==> config.mk <==
export PLATFORM = sky130hd
export DESIGN_NAME = pe_readout_scanner_flat
export DESIGN_NICKNAME = d
export VERILOG_FILES = /design/src/rtl/pe_readout_scanner_if.sv /design/src/rtl/pe_readout_scanner.sv /design/src/flat_wrapper.sv
export SDC_FILE = /design/constraint.sdc
export NUM_CORES = 1
export LEC_CHECK = 0
export BUFFER_PORTS_ARGS = -buffer_cell sky130_fd_sc_hd__buf_2
export CAP_MARGIN = 30
export CORE_MARGIN = 1.5
export CORE_UTILIZATION = 40
export CTS_CLUSTER_DIAMETER = 30
export DETAILED_ROUTE_END_ITERATION = 10
export PLACE_DENSITY = 0.7
export RECOVER_POWER = 25
export SETUP_SLACK_MARGIN = 0.15
export SYNTH_ARGS = -nofsm -noshare
export SYNTH_HDL_FRONTEND = slang
export SYNTH_SLANG_ARGS = --single-unit
==> constraint.sdc <==
create_clock -name clk -period 6.49 [get_ports clk]
set_clock_uncertainty 0.1 [all_clocks]
set_input_delay 1.298 -clock clk [delete_from_list [all_inputs] [get_ports clk]]
set_output_delay 1.298 -clock clk [all_outputs]
set_load 0.01 [all_outputs]
==> src/rtl/pe_readout_scanner_if.sv <==
// Show-ahead readout stream: head entry plus its source PE index.
// The master presents the head; the slave accepts on valid && ready.
interface pe_readout_scanner_if #(
    parameter int SIZE = 5
);
    logic [15:0]     out_data;
    logic [SIZE-1:0] out_pe;
    logic            out_valid;
    logic            out_ready;

    modport master (
        output out_data,
        output out_pe,
        output out_valid,
        input  out_ready
    );

    modport slave (
        input  out_data,
        input  out_pe,
        input  out_valid,
        output out_ready
    );
endinterface

==> src/rtl/pe_readout_scanner.sv <==
// Scans one register across every PE of the array and queues the results
// in a small show-ahead FIFO, issuing reads only when FIFO space is assured.
module pe_readout_scanner #(
    parameter int SIZE   = 5,
    parameter int LENGTH = 32,
    parameter int DEPTH  = 4
) (
    input  logic                  clk,
    input  logic                  reset,
    input  logic                  scan_start,
    input  logic [9:0]            scan_reg,
    output logic [SIZE-1:0]       PE_Addr,
    output logic [9:0]            RegAddr,
    input  logic [15:0]           data,
    output logic                  busy,
    output logic                  done,
    pe_readout_scanner_if.master  out_bus
);
    localparam int AW = (DEPTH > 1) ? $clog2(DEPTH) : 1;
    localparam logic [SIZE-1:0] LAST = SIZE'(LENGTH - 1);
    localparam logic [AW:0] FULL = (AW + 1)'(DEPTH);
    localparam logic [AW-1:0] TOP = AW'(DEPTH - 1);

    typedef enum logic [1:0] {IDLE, SCAN, DRAIN, DONE} state_t;

    state_t          state;
    logic            inflight;
    logic [AW:0]     count;
    logic [AW-1:0]   wp;
    logic [AW-1:0]   rp;
    logic [15:0]     mem_data [DEPTH];
    logic [SIZE-1:0] mem_pe [DEPTH];

    logic            push;
    logic            pop;
    logic            issue;
    logic [AW:0]     count_next;

    // A read issued now lands next edge; only issue if it is sure to fit.
    assign push       = inflight;
    assign pop        = out_bus.out_valid && out_bus.out_ready;
    assign count_next = count + (AW + 1)'(push) - (AW + 1)'(pop);
    assign issue      = (state == SCAN) && (count_next < FULL);

    assign out_bus.out_valid = (count != '0);
    assign out_bus.out_data  = mem_data[rp];
    assign out_bus.out_pe    = mem_pe[rp];

    always_ff @(posedge clk or negedge reset) begin
        if (!reset) begin
            state    <= IDLE;
            PE_Addr  <= '0;
            RegAddr  <= '0;
            busy     <= 1'b0;
            done     <= 1'b0;
            inflight <= 1'b0;
        end else begin
            done     <= 1'b0;
            inflight <= 1'b0;
            unique case (state)
                IDLE: begin
                    if (scan_start) begin
                        RegAddr  <= scan_reg;
                        PE_Addr  <= '0;
                        busy     <= 1'b1;
                        inflight <= 1'b1;
                        state    <= (LENGTH == 1) ? DRAIN : SCAN;
                    end
                end
                SCAN: begin
                    if (issue) begin
                        PE_Addr  <= PE_Addr + 1'b1;
                        inflight <= 1'b1;
                        if (PE_Addr + 1'b1 == LAST) begin
                            state <= DRAIN;
                        end
                    end
                end
                DRAIN: begin
                    if (!inflight && count == '0) begin
                        state <= DONE;
                        done  <= 1'b1;
                        busy  <= 1'b0;
                    end
                end
                DONE: begin
                    state <= IDLE;
                end
            endcase
        end
    end

    always_ff @(posedge clk or negedge reset) begin
        if (!reset) begin
            wp    <= '0;
            rp    <= '0;
            count <= '0;
            for (int i = 0; i < DEPTH; i++) begin
                mem_data[i] <= '0;
                mem_pe[i]   <= '0;
            end
        end else begin
            if (push) begin
                mem_data[wp] <= data;
                mem_pe[wp]   <= PE_Addr;
                wp           <= (wp == TOP) ? '0 : wp + 1'b1;
            end
            if (pop) begin
                rp <= (rp == TOP) ? '0 : rp + 1'b1;
            end
            count <= count_next;
        end
    end
endmodule

==> src/flat_wrapper.sv <==
// flat-port wrapper written by rule: the top's interface ports become plain ports
module pe_readout_scanner_flat 
#(
    parameter int SIZE   = 5,
    parameter int LENGTH = 32,
    parameter int DEPTH  = 4
)
  (clk, reset, scan_start, scan_reg, PE_Addr, RegAddr, data, busy, done, out_bus_out_data, out_bus_out_pe, out_bus_out_valid, out_bus_out_ready);
  pe_readout_scanner_if #(.SIZE(SIZE)) out_bus_i ();
  input  logic clk;
  input  logic reset;
  input  logic scan_start;
  input  logic [9:0] scan_reg;
  output logic [SIZE-1:0] PE_Addr;
  output logic [9:0] RegAddr;
  input  logic [15:0] data;
  output logic busy;
  output logic done;
  output wire logic [$bits(out_bus_i.out_data)-1:0] out_bus_out_data;
  output wire logic [$bits(out_bus_i.out_pe)-1:0] out_bus_out_pe;
  output wire logic [$bits(out_bus_i.out_valid)-1:0] out_bus_out_valid;
  input wire logic [$bits(out_bus_i.out_ready)-1:0] out_bus_out_ready;
  assign out_bus_out_data = out_bus_i.out_data;
  assign out_bus_out_pe = out_bus_i.out_pe;
  assign out_bus_out_valid = out_bus_i.out_valid;
  assign out_bus_i.out_ready = out_bus_out_ready;
  pe_readout_scanner #(.SIZE(SIZE), .LENGTH(LENGTH), .DEPTH(DEPTH)) u_core (.clk(clk), .reset(reset), .scan_start(scan_start), .scan_reg(scan_reg), .PE_Addr(PE_Addr), .RegAddr(RegAddr), .data(data), .busy(busy), .done(done), .out_bus(out_bus_i));
endmodule
Word level (Yosys, flattened, before mapping)
Cells that the tools add are included.
{ "word_totals": {"ff_bits": 111} }
{ "op_classes": {"n_addsub": 5, "order_cmp": 4, "eq_ne": 10, "mux": 30, "bitwise_logic": 2, "n_reduce_logical": 14} }
{ "op_table": {"columns": ["op", "n"], "rows": [
  ["$bwmux W64", 1],
  ["$mux W16", 3],
  ["$bmux W16 S2", 1],
  ["$demux W16 S2", 1],
  ["$mux W5", 5],
  ["$bwmux W20", 1],
  ["$mux W2", 6],
  ["$bmux W5 S2", 1],
  ["$demux W5 S2", 1],
  ["$pmux W5 S2", 1],
  ["$eq A2 B2 Y1 const B", 4],
  ["$pmux W2 S4", 1],
  ["$ge A3 B3 Y1 const B", 2],
  ["$mux W1", 6],
  ["$not A2 Y3", 2],
  ["$reduce_and A3 Y1", 2],
  ["$add A5 B1 Y5 const B", 1],
  ["$eq A5 B5 Y1 const B", 1],
  ["$add A2 B1 Y2 const B", 2],
  ["$logic_and A1 B1 Y1", 4],
  ["$ne A2 B1 Y1 const B", 2],
  ["$ne A2 B2 Y1 const B", 2],
  ["$pmux W1 S2", 2],
  ["$reduce_and A4 Y1", 1],
  ["11 further kinds", 12]
]} }

Logic depth before layout (Yosys ltp)
Gate-level depths: netlist of run 1.
{ "logic_depth": {"depth_word": 7, "mapped_depth": 12, "mapped_depth_nobuf": 11} }

Worst setup path before layout of run 1
No wires, ideal clock.
{ "synth_path": {"path_type": "input to register", "from": "input out_bus_out_ready", "to": "register u_core.PE_Addr[2]", "arrival_ns": 3.142, "t_required_ns": 6.265, "setup_slack_ns": 3.123, "path_stages": 10, "n_path_buf": 0, "cell_sequence": "nand2_1 inv_1 ha_1 inv_1 ha_1 fa_1 xnor3_2 a211o_2 o21ai_2 o31ai_2"} }
{ "synth_via": {"elab_chain_cells": 6} }
{ "synth_rtl": {"columns": ["item", "line_no", "text"], "rows": [
  ["from (decl)", "flat_wrapper.sv:22", "input wire logic [$bits(out_bus_i.out_ready)-1:0] out_bus_out_ready;"],
  ["$logic_and A1 B1 Y1", "pe_readout_scanner.sv:41", "assign pop = out_bus.out_valid && out_bus.out_ready;"],
  ["via u_core.pop", "pe_readout_scanner.sv:35", "logic pop;"],
  ["$sub A3 B1 Y3", "pe_readout_scanner.sv:42", "assign count_next = count + (AW + 1)'(push) - (AW + 1)'(pop);"],
  ["via u_core.count_next[2]", "pe_readout_scanner.sv:37", "logic [AW:0] count_next;"],
  ["$lt A3 B3 Y1", "pe_readout_scanner.sv:43", "assign issue = (state == SCAN) && (count_next < FULL);"],
  ["$logic_and A1 B1 Y1", "pe_readout_scanner.sv:43", null],
  ["$ne A2 B1 Y1 (no source line)", null, null],
  ["$reduce_and A3 Y1 (no source line)", null, null],
  ["to (signal assigned)", "pe_readout_scanner.sv:72", "PE_Addr <= PE_Addr + 1'b1;"],
  ["to (decl)", "pe_readout_scanner.sv:12", "output logic [SIZE-1:0] PE_Addr,"]
]} }
The timed path passes the listed nets, and every way through them passes these cells.
A chain may end at the register's enable or synchronous reset.

==> results of run 1 <==
[flip-flops by register name, indices dropped and copies added, names as in the netlist]
name and count:
u_core.count 3, u_core.wp 2, u_core.busy 1, u_core.done 1, u_core.RegAddr 10, u_core.rp 2, u_core.PE_Addr 5, u_core.mem_pe 20
u_core.state 2, u_core.inflight 1, u_core.mem_data 64
[per-stage QoR]
stage / cell area, µm² / hold WS [ns]
floorplan: 4950 / 0.345
CTS: 5780 / 0.388
detailed placement: 5470 / 0.372
global placement: 5460 / 0.356
finish: 5770 / 0.377
global route: 5770 / 0.412
[Yosys cell counts, types with 2 or more instances]
master    instances  share of area (%)
buf_2            11                1.1
ha_1             13                3.3
or3_1             2               0.25
xor2_1            2               0.35
nand2_1          16                1.2
nand3_1           2               0.20
mux4_2           21                9.6
inv_1            12               0.91
o21ai_0          12                1.2
buf_1             3               0.23
dfrtp_1         111                 56
a21oi_1           2               0.20
mux2_2           91                 21
clkbuf_1          4               0.30
nor2_1            2               0.15
[per-layer routing]
layer / global-route usage, % / vias up / wire, µm
li1: - / 1306 / -
met1: 19.8 / 1470 / 4300
met2: 25.6 / 60 / 4530
met3: 5.29 / 11 / 417
met4: 2.75 / 0 / 96
met5: 0 / - / 0
[layout by cell type, fill, tap and decap left out, types with 2 or more instances in the layout]
master | netlist | final
buf_2 | 11 | 67
bufinv_16 | 0 | 2
nand3_1 | 2 | 2
mux4_2 | 21 | 21
mux2_2 | 91 | 91
a21oi_1 | 2 | 2
or3_1 | 2 | 2
dfrtp_1 | 111 | 110
xor2_1 | 2 | 2
inv_1 | 12 | 12
clkbuf_1 | 4 | 8
o21ai_0 | 12 | 12
nor2_1 | 2 | 2
ha_1 | 13 | 13
buf_4 | 0 | 2
nand2_1 | 16 | 16
clkbuf_16 | 0 | 9
[power groups by stage]
stage | clock (mW) | sequential, mW | combinational (mW)
finish | 0.574 | 1.24 | 1.28
global route | 0.620 | 1.29 | 1.40
CTS | 0.591 | 1.25 | 1.31
detailed placement | 0 | 1.26 | 1.31
global placement | 0 | 1.23 | 1.25
floorplan | 0 | 1.16 | 0.988
[final timing paths]
check | start | to | slack [ns]
worst max register to register | u_core.count[1] | u_core.PE_Addr[2] | 3.37
min in group asynchronous | reset | u_core.mem_data[55] | 1.73
max in group clk | u_core.rp[0] | out_bus_out_pe[1] | 3.04
worst min-delay path | u_core.mem_pe[15] | u_core.mem_pe[15] | 0.38
worst min register to register | u_core.mem_pe[15] | u_core.mem_pe[15] | 0.38
worst max-delay path | reset | u_core.mem_data[56] | 2.64
[layout make-up]
| type | count | share of cell area, % |
|---|---|---|
| Multi-Input combinational cell | 184 | 35.4 |
| Clock inverter | 3 | 1.17 |
| Clock buffer | 13 | 4.17 |
| Sequential cell | 111 | 48.2 |
| Tap cell | 168 | 3.65 |
| Timing Repair Buffer | 74 | 6.60 |
| Inverter | 12 | 0.781 |
[cells by family after synthesis]
group | synth area share, %
adder cells (fa/ha/maj) | 3.69
multiplexers | 30.7
XOR/XNOR | 0.835
AND/OR/NAND/NOR | 3.09
flip-flops | 56.1
AO/OA/AOI/OAI | 2.98
buffers and inverters | 2.55
==> results by group, run 1 <==
Critical path
  – CP max stage cell: clkbuf_1
  – Crit-path max FO: 60
  – CP max stage delay: 1.92 ns
  – Crit. path cell count: 2
  – Worst setup path category: input port to asynchronous set/reset pin
  – Bufs and invs on worst path: 2
  – Crit path DAT: between 4 and 5 ns
  – CP endpoint kind: asynchronous set/reset pin
  – CP top delay family: buffers and inverters
  – Critical path launch point type: input port
  – CP Cell Sequence: clkbuf_1 -> buf_4
  – CP required: roughly 6.8 ns
  – Worst reg-to-reg path cell count: 11

Global routing
  – First-pass GRT wire length: ~15000 µm
  – Global route overflow: 0
  – Largest net degree at the start of global routing: 61
  – GRT Resource Usage Total: 15.4%
  – Initial antenna violation count: 0
  – Vias in the first global route: approximately 3000

Synthesis
  – Synth warnings: 0
  – Post-synth cell types: 36
  – Register bit total from synthesis: approximately 110
  – Post-Synthesis Mean Instance Area: 15.2 µm²
  – Ys flop type: dfrtp_1
  – Mapped Area: 4950 µm²
  – Synthesized instance count: 325
  – Syn Nets: 369
  – Post-synthesis sequential area ratio: 56.1%
  – Post-synth ARST share: between 90% and 100%
  – EDFF count, synth: 0

Timing
  – Hold Vio Cnt, Final: 0
  – Post-layout minimum cycle time: 3.85 ns
  – Endpoints failing setup: 0
  – Max Transition Viols Final: 53
  – Fin Setup TNS: 0 ns
  – Max_slew headroom: -84.8%
  – Unrepaired setup endpoints after global routing: no
  – Worst Tran Pin Value: roughly 2.8 ns
  – Final WS setup: 2.64 ns
  – Fmax: 260 MHz
  – Fin crit share: 59.4%

Drt
  – Initial DRC Count: 115
  – DR WL/cell: 16.5 µm
  – Pre-antenna DRT Iters: 4
  – Detail Route Antenna Nets: 0
  – Routed wire length: 9340 µm
  – Vias post-DR: 2847
  – Drc violations: 0
  – Drt via density: 5.04

Finish
  – Nets@finish: 436
  – Area occupied by multi-input gates: 2040 µm²
  – Synth-to-Final Area Change: 16.5%
  – Layout fillers: 1041
  – Register area: 2780 µm²
  – Final cell count without fillers: roughly 570
  – ANT cells: 0
  – Fin util: roughly 48%
  – Share of layout cells above drive strength 1: 51.1%

Floorplanning
  – Die width: 114 µm
  – Row count: 40
  – # IOs: 69
  – Initial Util: approximately two fifths
  – Die Y: 114 µm
  – Die area: 13000 µm²
  – Core footprint: approximately 12000 µm²

Clocking
  – Post-CTS setup buffers: 0
  – Total CTS buffers: 9
  – CTS H-tree lvls: 3
  – Post_cts resized: 0
  – Sink Count: 111
  – CTS tree: yes
  – CTS Buffer Depth: 2
  – Hold Buf Count CTS: 0
  – Clk slew on worst S/H paths: around 0.06 ns
  – Clk Latency, worst-skew pair: 0.34 ns
  – Root Buffer: clkbuf_16

Flow run
  – Max Cap Viol: 1

Min path
  – Hold depth: 2
  – Hold/Removal Path Class: flop to flop

Placement
  – Dpl cells: 549
  – DPL Wire Length: slightly above 6000 µm
  – RePlAce Congestion: 0.725
  – Port Buffers: 68
  – Pre-CTS setup slack: 2.89 ns

Outcome
  – Failing checks: capacitance limit, slew limit
  – Status: complete, but fails checks

Power and ir drop
  – Reg power frac: 40.2%
  – Power share of the combinational group: between 40% and 50%
  – Tot Pwr: 3.10 mW
  – Pwr per Cell Area: 538 nW/µm²
  – Clk pwr share: 18.5%
  – Worst VDD drop: 203 µV
  – Leakage power: 2.65 nW
  – Internal power: 2.08 mW
  – NetSw: 1.02 mW
  – Switching Share: about a third
Note: power is estimated with default switching activity, not from simulation.
==> inputs of run 2 (changes only) <==
--- a/config.mk
+++ b/config.mk
@@ -11,7 +11,7 @@
 export CORE_UTILIZATION = 40
 export CTS_CLUSTER_DIAMETER = 30
 export DETAILED_ROUTE_END_ITERATION = 10
-export PLACE_DENSITY = 0.7
+export PLACE_DENSITY = 0.72
 export RECOVER_POWER = 25
 export SETUP_SLACK_MARGIN = 0.15
 export SYNTH_ARGS = -nofsm -noshare
==> constraint.sdc (replaced) <==
create_clock -name clk -period 3.3 [get_ports clk]
set_clock_uncertainty 0.1 [all_clocks]
set_input_delay 0.66 -clock clk [delete_from_list [all_inputs] [get_ports clk]]
set_output_delay 0.66 -clock clk [all_outputs]
set_load 0.01 [all_outputs]
==> run 2 against run 1 <==
Effect of this change:
- the run now ends clean
- critical path depth rose by 9
- setup slack got worse by 2.4 ns
- sequential share of layout area decreased by 0.63 points
- final area increased by 1.3%
- non-clock buffer count is the same
- combinational power rose by 100%
- clock power grew 88%
- cell count stayed put
- largest power group unchanged
- highest routed layer unchanged
==> results by group, run 2 (synthesized netlist as in run 1, its figures left out) <==
Timing
  – Hold Vio Cnt, Final: 0
  – Post-layout minimum cycle time: 3.04 ns
  – Unrepaired setup endpoints after global routing: no
  – Final WS setup: approximately 0.26 ns
  – Final Hold Slack: 0.386 ns
  – Worst Tran Pin Value: 1.39 ns
  – Fin crit share: 92.0%
  – Max Transition Viols Final: 0
  – Fin Setup TNS: 0 ns
  – Fmax: 329 MHz
  – Endpoints failing setup: 0
  – Max_slew headroom: roughly 7.2%

Floorplanning
  – # IOs: 69
  – Die Y: 114 µm
  – Initial Util: 41.0%
  – Row count: 40
  – Die area: 13000 µm²
  – Core footprint: roughly 12000 µm²
  – Die width: 114 µm

Placement
  – Area post-placement: 5540 µm²
  – RePlAce Congestion: just over 0.7
  – Port Buffers: 68
  – DPL Wire Length: roughly 6300 µm
  – Pre-CTS setup slack: a little under 0.2 ns

Global routing
  – Initial antenna violation count: 0
  – Largest net degree at the start of global routing: 58
  – Global route overflow: 0
  – Vias in the first global route: around 3000
  – GRT Resource Usage Total: 15.8%
  – First-pass GRT wire length: 15800 µm

Clocking
  – Clk Latency, worst-skew pair: 0.34 ns
  – Hold Buf Count CTS: 0
  – Root Buffer: clkbuf_16
  – CTS Buffer Depth: 2
  – Post_cts resized: 1
  – CTS tree: yes
  – Total CTS buffers: 9
  – CTS H-tree lvls: 3
  – Sink Count: approximately 110
  – Post-CTS setup buffers: 0
  – Clk slew on worst S/H paths: 0.07 ns

Min path
  – Hold worst-path end: u_core.mem_pe[0]
  – Hold depth: 2
  – Worst hold start: u_core.mem_pe[0]
  – Hold/Removal Path Class: flop to flop

Drt
  – DR WL/cell: approximately 17 µm
  – Detail Route Antenna Nets: 0
  – Drc violations: 0
  – Vias post-DR: 2886
  – Pre-antenna DRT Iters: 5
  – Initial DRC Count: 136
  – Drt via density: 5.11
  – Routed wire length: 9540 µm

Critical path
  – CP required: 3.42 ns
  – CP max stage delay: 0.42 ns
  – CP max stage cell: or3_4
  – Worst setup path category: flop to flop
  – Worst r2r src: u_core.count[1]
  – Critical path launch point type: flop
  – Crit-path max FO: 6
  – Worst reg-to-reg path cell count: 11
  – CP Cell Sequence: or3_4 -> nand2_2 -> inv_1 -> ha_1 -> inv_1 -> ha_1 -> fa_1 -> xnor3_2 -> a211o_2 -> o21ai_2 -> o31ai_2
  – CP endpoint kind: flop
  – Worst R2R End: u_core.PE_Addr[2]
  – CP top delay family: adder cells
  – Register-to-register setup slack: 0.26 ns
  – Bufs and invs on worst path: 2
  – Crit path DAT: 3.15 ns

Finish
  – Largest registers: u_core.mem_data: 64 flops, u_core.mem_pe: 20 flops, u_core.RegAddr: 10 flops
  – Max FFs per register: 64
  – Fin area: 5840 µm²
  – Largest Register: u_core.mem_data
  – Share of layout cells above drive strength 1: 53.7%
  – Layout fillers: about 1000
  – Commonest non-fill, non-tap cells in the layout: dfrtp_1, mux2_2, buf_2
  – Commonest non-fill, non-tap cell in the layout: dfrtp_1
  – Synth-to-Final Area Change: 18.1%
  – Nets@finish: 436
  – ANT cells: 0

Outcome
  – Status: finished, final reports clean

Power and ir drop
  – Worst VDD drop: 462 µV
  – Pwr per Cell Area: 1050 nW/µm²
  – Tot Pwr: 6.13 mW
  – Leakage power: 2.69 nW

Flow run
  – Max Cap Viol: 0
-- run 2: cell count changes in the layout (fill, tap and decap cells not counted), sizes merged --
cell	previous run	this run
buf	70	73
bufinv	2	1
clkbuf	17	11
clkinv	0	3
clkinvlp	1	2
-- run 2: how the worst max path moves through the flow --
stage                     slack (ns)       startpoint  cells after the start                 to
after CTS                       0.18  u_core.count[1]                     11  u_core.PE_Addr[2]
after detailed placement        0.19  u_core.count[1]                     11  u_core.PE_Addr[2]
after global placement          0.31  u_core.count[1]                     11  u_core.PE_Addr[2]
after global routing            0.16  u_core.count[1]                     11  u_core.PE_Addr[2]
after floorplan                 0.34  u_core.count[1]                     12  u_core.PE_Addr[2]
final                           0.26  u_core.count[1]                     11  u_core.PE_Addr[2]
-- run 2: layer usage --
metal	GRT usage, %	part of all wire [%]	vias to the layer above
li1	-	-	1313
met1	20.3	44	1489
met3	4.76	5.0	2
met4	2.75	0.27	0
met5	0	0	-
met2	27.0	51	82
-- run 2: worst min-delay path, cell delays in order, from the launching register on --
cell and delay [ns]:
dfrtp_1 0.34, nand2_1 0.05, o21ai_0 0.06
-- run 2: per-stage QoR --
stage | std cells | utilization [%]
after global routing | 565 | 48.4
after global placement | 546 | 45.2
after floorplan | 325 | -
after detailed placement | 549 | 45.9
final | 565 | 48.4
after CTS | 565 | 48.4
-- run 2: cell type report --
type	count	area (µm²)	share of cell area (%)
clock buffers	10	239	4.09
clock inverters	6	60.1	1.03
inverters	12	45.0	0.771
multi-input cells	184	2050	35.1
flip-flops and latches	111	2780	47.6
well taps	168	210	3.60
repair buffers	74	458	7.84
-- run 2: power breakdown --
part / switching (mW) / leakage [nW] / internal (mW)
logic: 1.11 / 1.20 / 1.50
clock network: 0.471 / 0.144 / 0.605
registers: 0.443 / 1.35 / 2.00
total: 2.03 / 2.69 / 4.11
==> inputs of run 3 (changes only) <==
--- a/config.mk
+++ b/config.mk
@@ -5,7 +5,7 @@
 export SDC_FILE = /design/constraint.sdc
 export NUM_CORES = 1
 export LEC_CHECK = 0
-export BUFFER_PORTS_ARGS = -buffer_cell sky130_fd_sc_hd__buf_2
+export BUFFER_PORTS_ARGS = -buffer_cell sky130_fd_sc_hd__clkbuf_2
 export CAP_MARGIN = 30
 export CORE_MARGIN = 1.5
 export CORE_UTILIZATION = 40
==> run 3 against run 2 <==
Effect of this change:
- the flow now finishes with violations (capacitance limit, slew limit)
- wire length shrank 3.5%
- maximum frequency fell by 2.1%
- flip-flop and latch count unchanged
- cell count stayed put
- clock power is 5% higher
- clock-buffer cell count unchanged
- utilization down 0.41 points
- largest cell class unchanged
==> results by group, run 3 (synthesized netlist as in run 1, its figures left out) <==
Timing
  – Post-layout minimum cycle time: about 3.1 ns
  – Max Transition Viols Final: 62
  – Max_slew headroom: -3.89%
  – Worst Tran Pin Value: 1.56 ns
  – Fin crit share: 94.0%
  – Unrepaired setup endpoints after global routing: no
  – Hold Vio Cnt, Final: 0
  – Fmax: approximately 320 MHz
  – Final Hold Slack: 0.392 ns
  – Fin Setup TNS: 0 ns
  – Endpoints failing setup: 0

Finish
  – Synth-to-Final Area Change: 17.1%
  – Largest Register: u_core.mem_data
  – Share of layout cells above drive strength 1: 53.1%
  – ANT cells: 0
  – Commonest non-fill, non-tap cells in the layout: dfrtp_1, mux2_2, clkbuf_2
  – Fin util: 48.0%
  – Nets@finish: approximately 440
  – Largest registers: u_core.mem_data: 64 flops, u_core.mem_pe: 20 flops, u_core.RegAddr: 10 flops
  – Layout fillers: 1063
  – Final cell count without fillers: 565
  – Commonest non-fill, non-tap cell in the layout: dfrtp_1
  – Max FFs per register: 64

Floorplanning
  – # IOs: 69
  – Core footprint: 12100 µm²
  – Row count: 40
  – Die width: 114 µm
  – Die area: 13000 µm²
  – Die Y: 114 µm
  – Initial Util: between 40% and 50%

Critical path
  – CP endpoint kind: flop
  – Register-to-register setup slack: 0.20 ns
  – CP endpoint: u_core.PE_Addr[2]
  – Worst reg-to-reg path cell count: 11
  – Critical path launch point type: flop
  – Critical Path Start: u_core.count[1]
  – Worst setup path category: flop to flop
  – Worst r2r src: u_core.count[1]
  – Crit-path max FO: 6
  – Worst R2R End: u_core.PE_Addr[2]
  – Crit path DAT: 3.22 ns
  – CP required: ~3.4 ns

Power and ir drop
  – Leakage power: approximately 2.7 nW
  – Tot Pwr: around 6 mW
  – Pwr per Cell Area: around 1100 nW/µm²
  – Worst VDD drop: 382 µV

Drt
  – DR WL/cell: roughly 16 µm
  – Routed wire length: between 9000 and 10000 µm
  – Initial DRC Count: 132
  – Detail Route Antenna Nets: 0
  – Vias post-DR: about 2900
  – Pre-antenna DRT Iters: 4
  – Drc violations: 0
  – Drt via density: 5.07

Clocking
  – Clk slew on worst S/H paths: 0.07 ns
  – Sink Count: 111
  – Post_cts resized: 0
  – CTS H-tree lvls: 3
  – Total CTS buffers: 9
  – Root Buffer: clkbuf_16
  – CTS Buffer Depth: 2
  – Clk Latency, worst-skew pair: approximately 0.34 ns
  – Post-CTS setup buffers: 0
  – Hold Buf Count CTS: 0
  – CTS tree: yes

Min path
  – Hold/Removal Path Class: flop to flop

Global routing
  – Vias in the first global route: 2943
  – GRT Resource Usage Total: between 15 and 20%
  – Largest net degree at the start of global routing: 63
  – Global route overflow: 0
  – Initial antenna violation count: 0
  – First-pass GRT wire length: 15000 µm

Outcome
  – Failing checks: capacitance limit, slew limit
  – Status: complete, but fails checks

Placement
  – Dpl cells: 549
  – Port Buffers: 68
  – RePlAce Congestion: 0.682
  – DPL Wire Length: 6170 µm

Flow run
  – Max Cap Viol: 1
## run 3: how the worst min path moves through the flow
stage                 startpoint                   to  slack, ns  depth (start not counted)
2_1_floorplan              reset    u_core.PE_Addr[0]       0.26                          0
3_3_place_gp   u_core.mem_pe[10]    u_core.mem_pe[10]       0.36                          2
3_5_place_dp    u_core.mem_pe[5]     u_core.mem_pe[5]       0.37                          2
4_1_cts                    reset  u_core.mem_data[38]       0.33                          1
5_1_grt        u_core.mem_pe[10]    u_core.mem_pe[10]       0.41                          2
6_report        u_core.mem_pe[5]     u_core.mem_pe[5]       0.39                          2
## run 3: power breakdown
part | internal, mW | switching, mW
Clock | 0.663 | 0.472
Combinational | 1.43 | 1.10
Sequential | 2.00 | 0.442
Total | 4.09 | 2.01
## run 3: stage by stage
stage	setup slack (ns)	cell area, µm²
final	0.197	5790
after global routing	0.0851	5790
after global placement	0.305	5480
after CTS	0.174	5790
after floorplan	0.336	4950
after detailed placement	0.196	5480
## run 3: metal layers
metal / global-route usage [%] / up-vias / part of all wire, %
met2: 24.7 / 68 / 50
met5: 0 / - / 0
met3: 4.39 / 8 / 4.6
met1: 20.0 / 1483 / 45
li1: - / 1308 / -
met4: 3.50 / 0 / 0.67
## run 3: critical path, stage by stage, from the launching register on
cell	delay, ns
dfrtp_1	0.39
or3_1	0.47
nand2_2	0.14
inv_1	0.05
ha_1	0.27
inv_1	0.04
ha_1	0.18
fa_1	0.37
xnor3_2	0.30
a211o_2	0.40
o21ai_2	0.17
o31ai_2	0.09
## run 3: final cells by class
| type | instances | area (µm²) | share of cell area [%] |
|---|---|---|---|
| inverters | 12 | 45.0 | 0.778 |
| repair buffers | 74 | 398 | 6.87 |
| clock inverters | 6 | 85.1 | 1.47 |
| flip-flops and latches | 111 | 2780 | 48.0 |
| multi-input cells | 184 | 2050 | 35.3 |
| well taps | 168 | 210 | 3.63 |
| clock buffers | 10 | 229 | 3.95 |
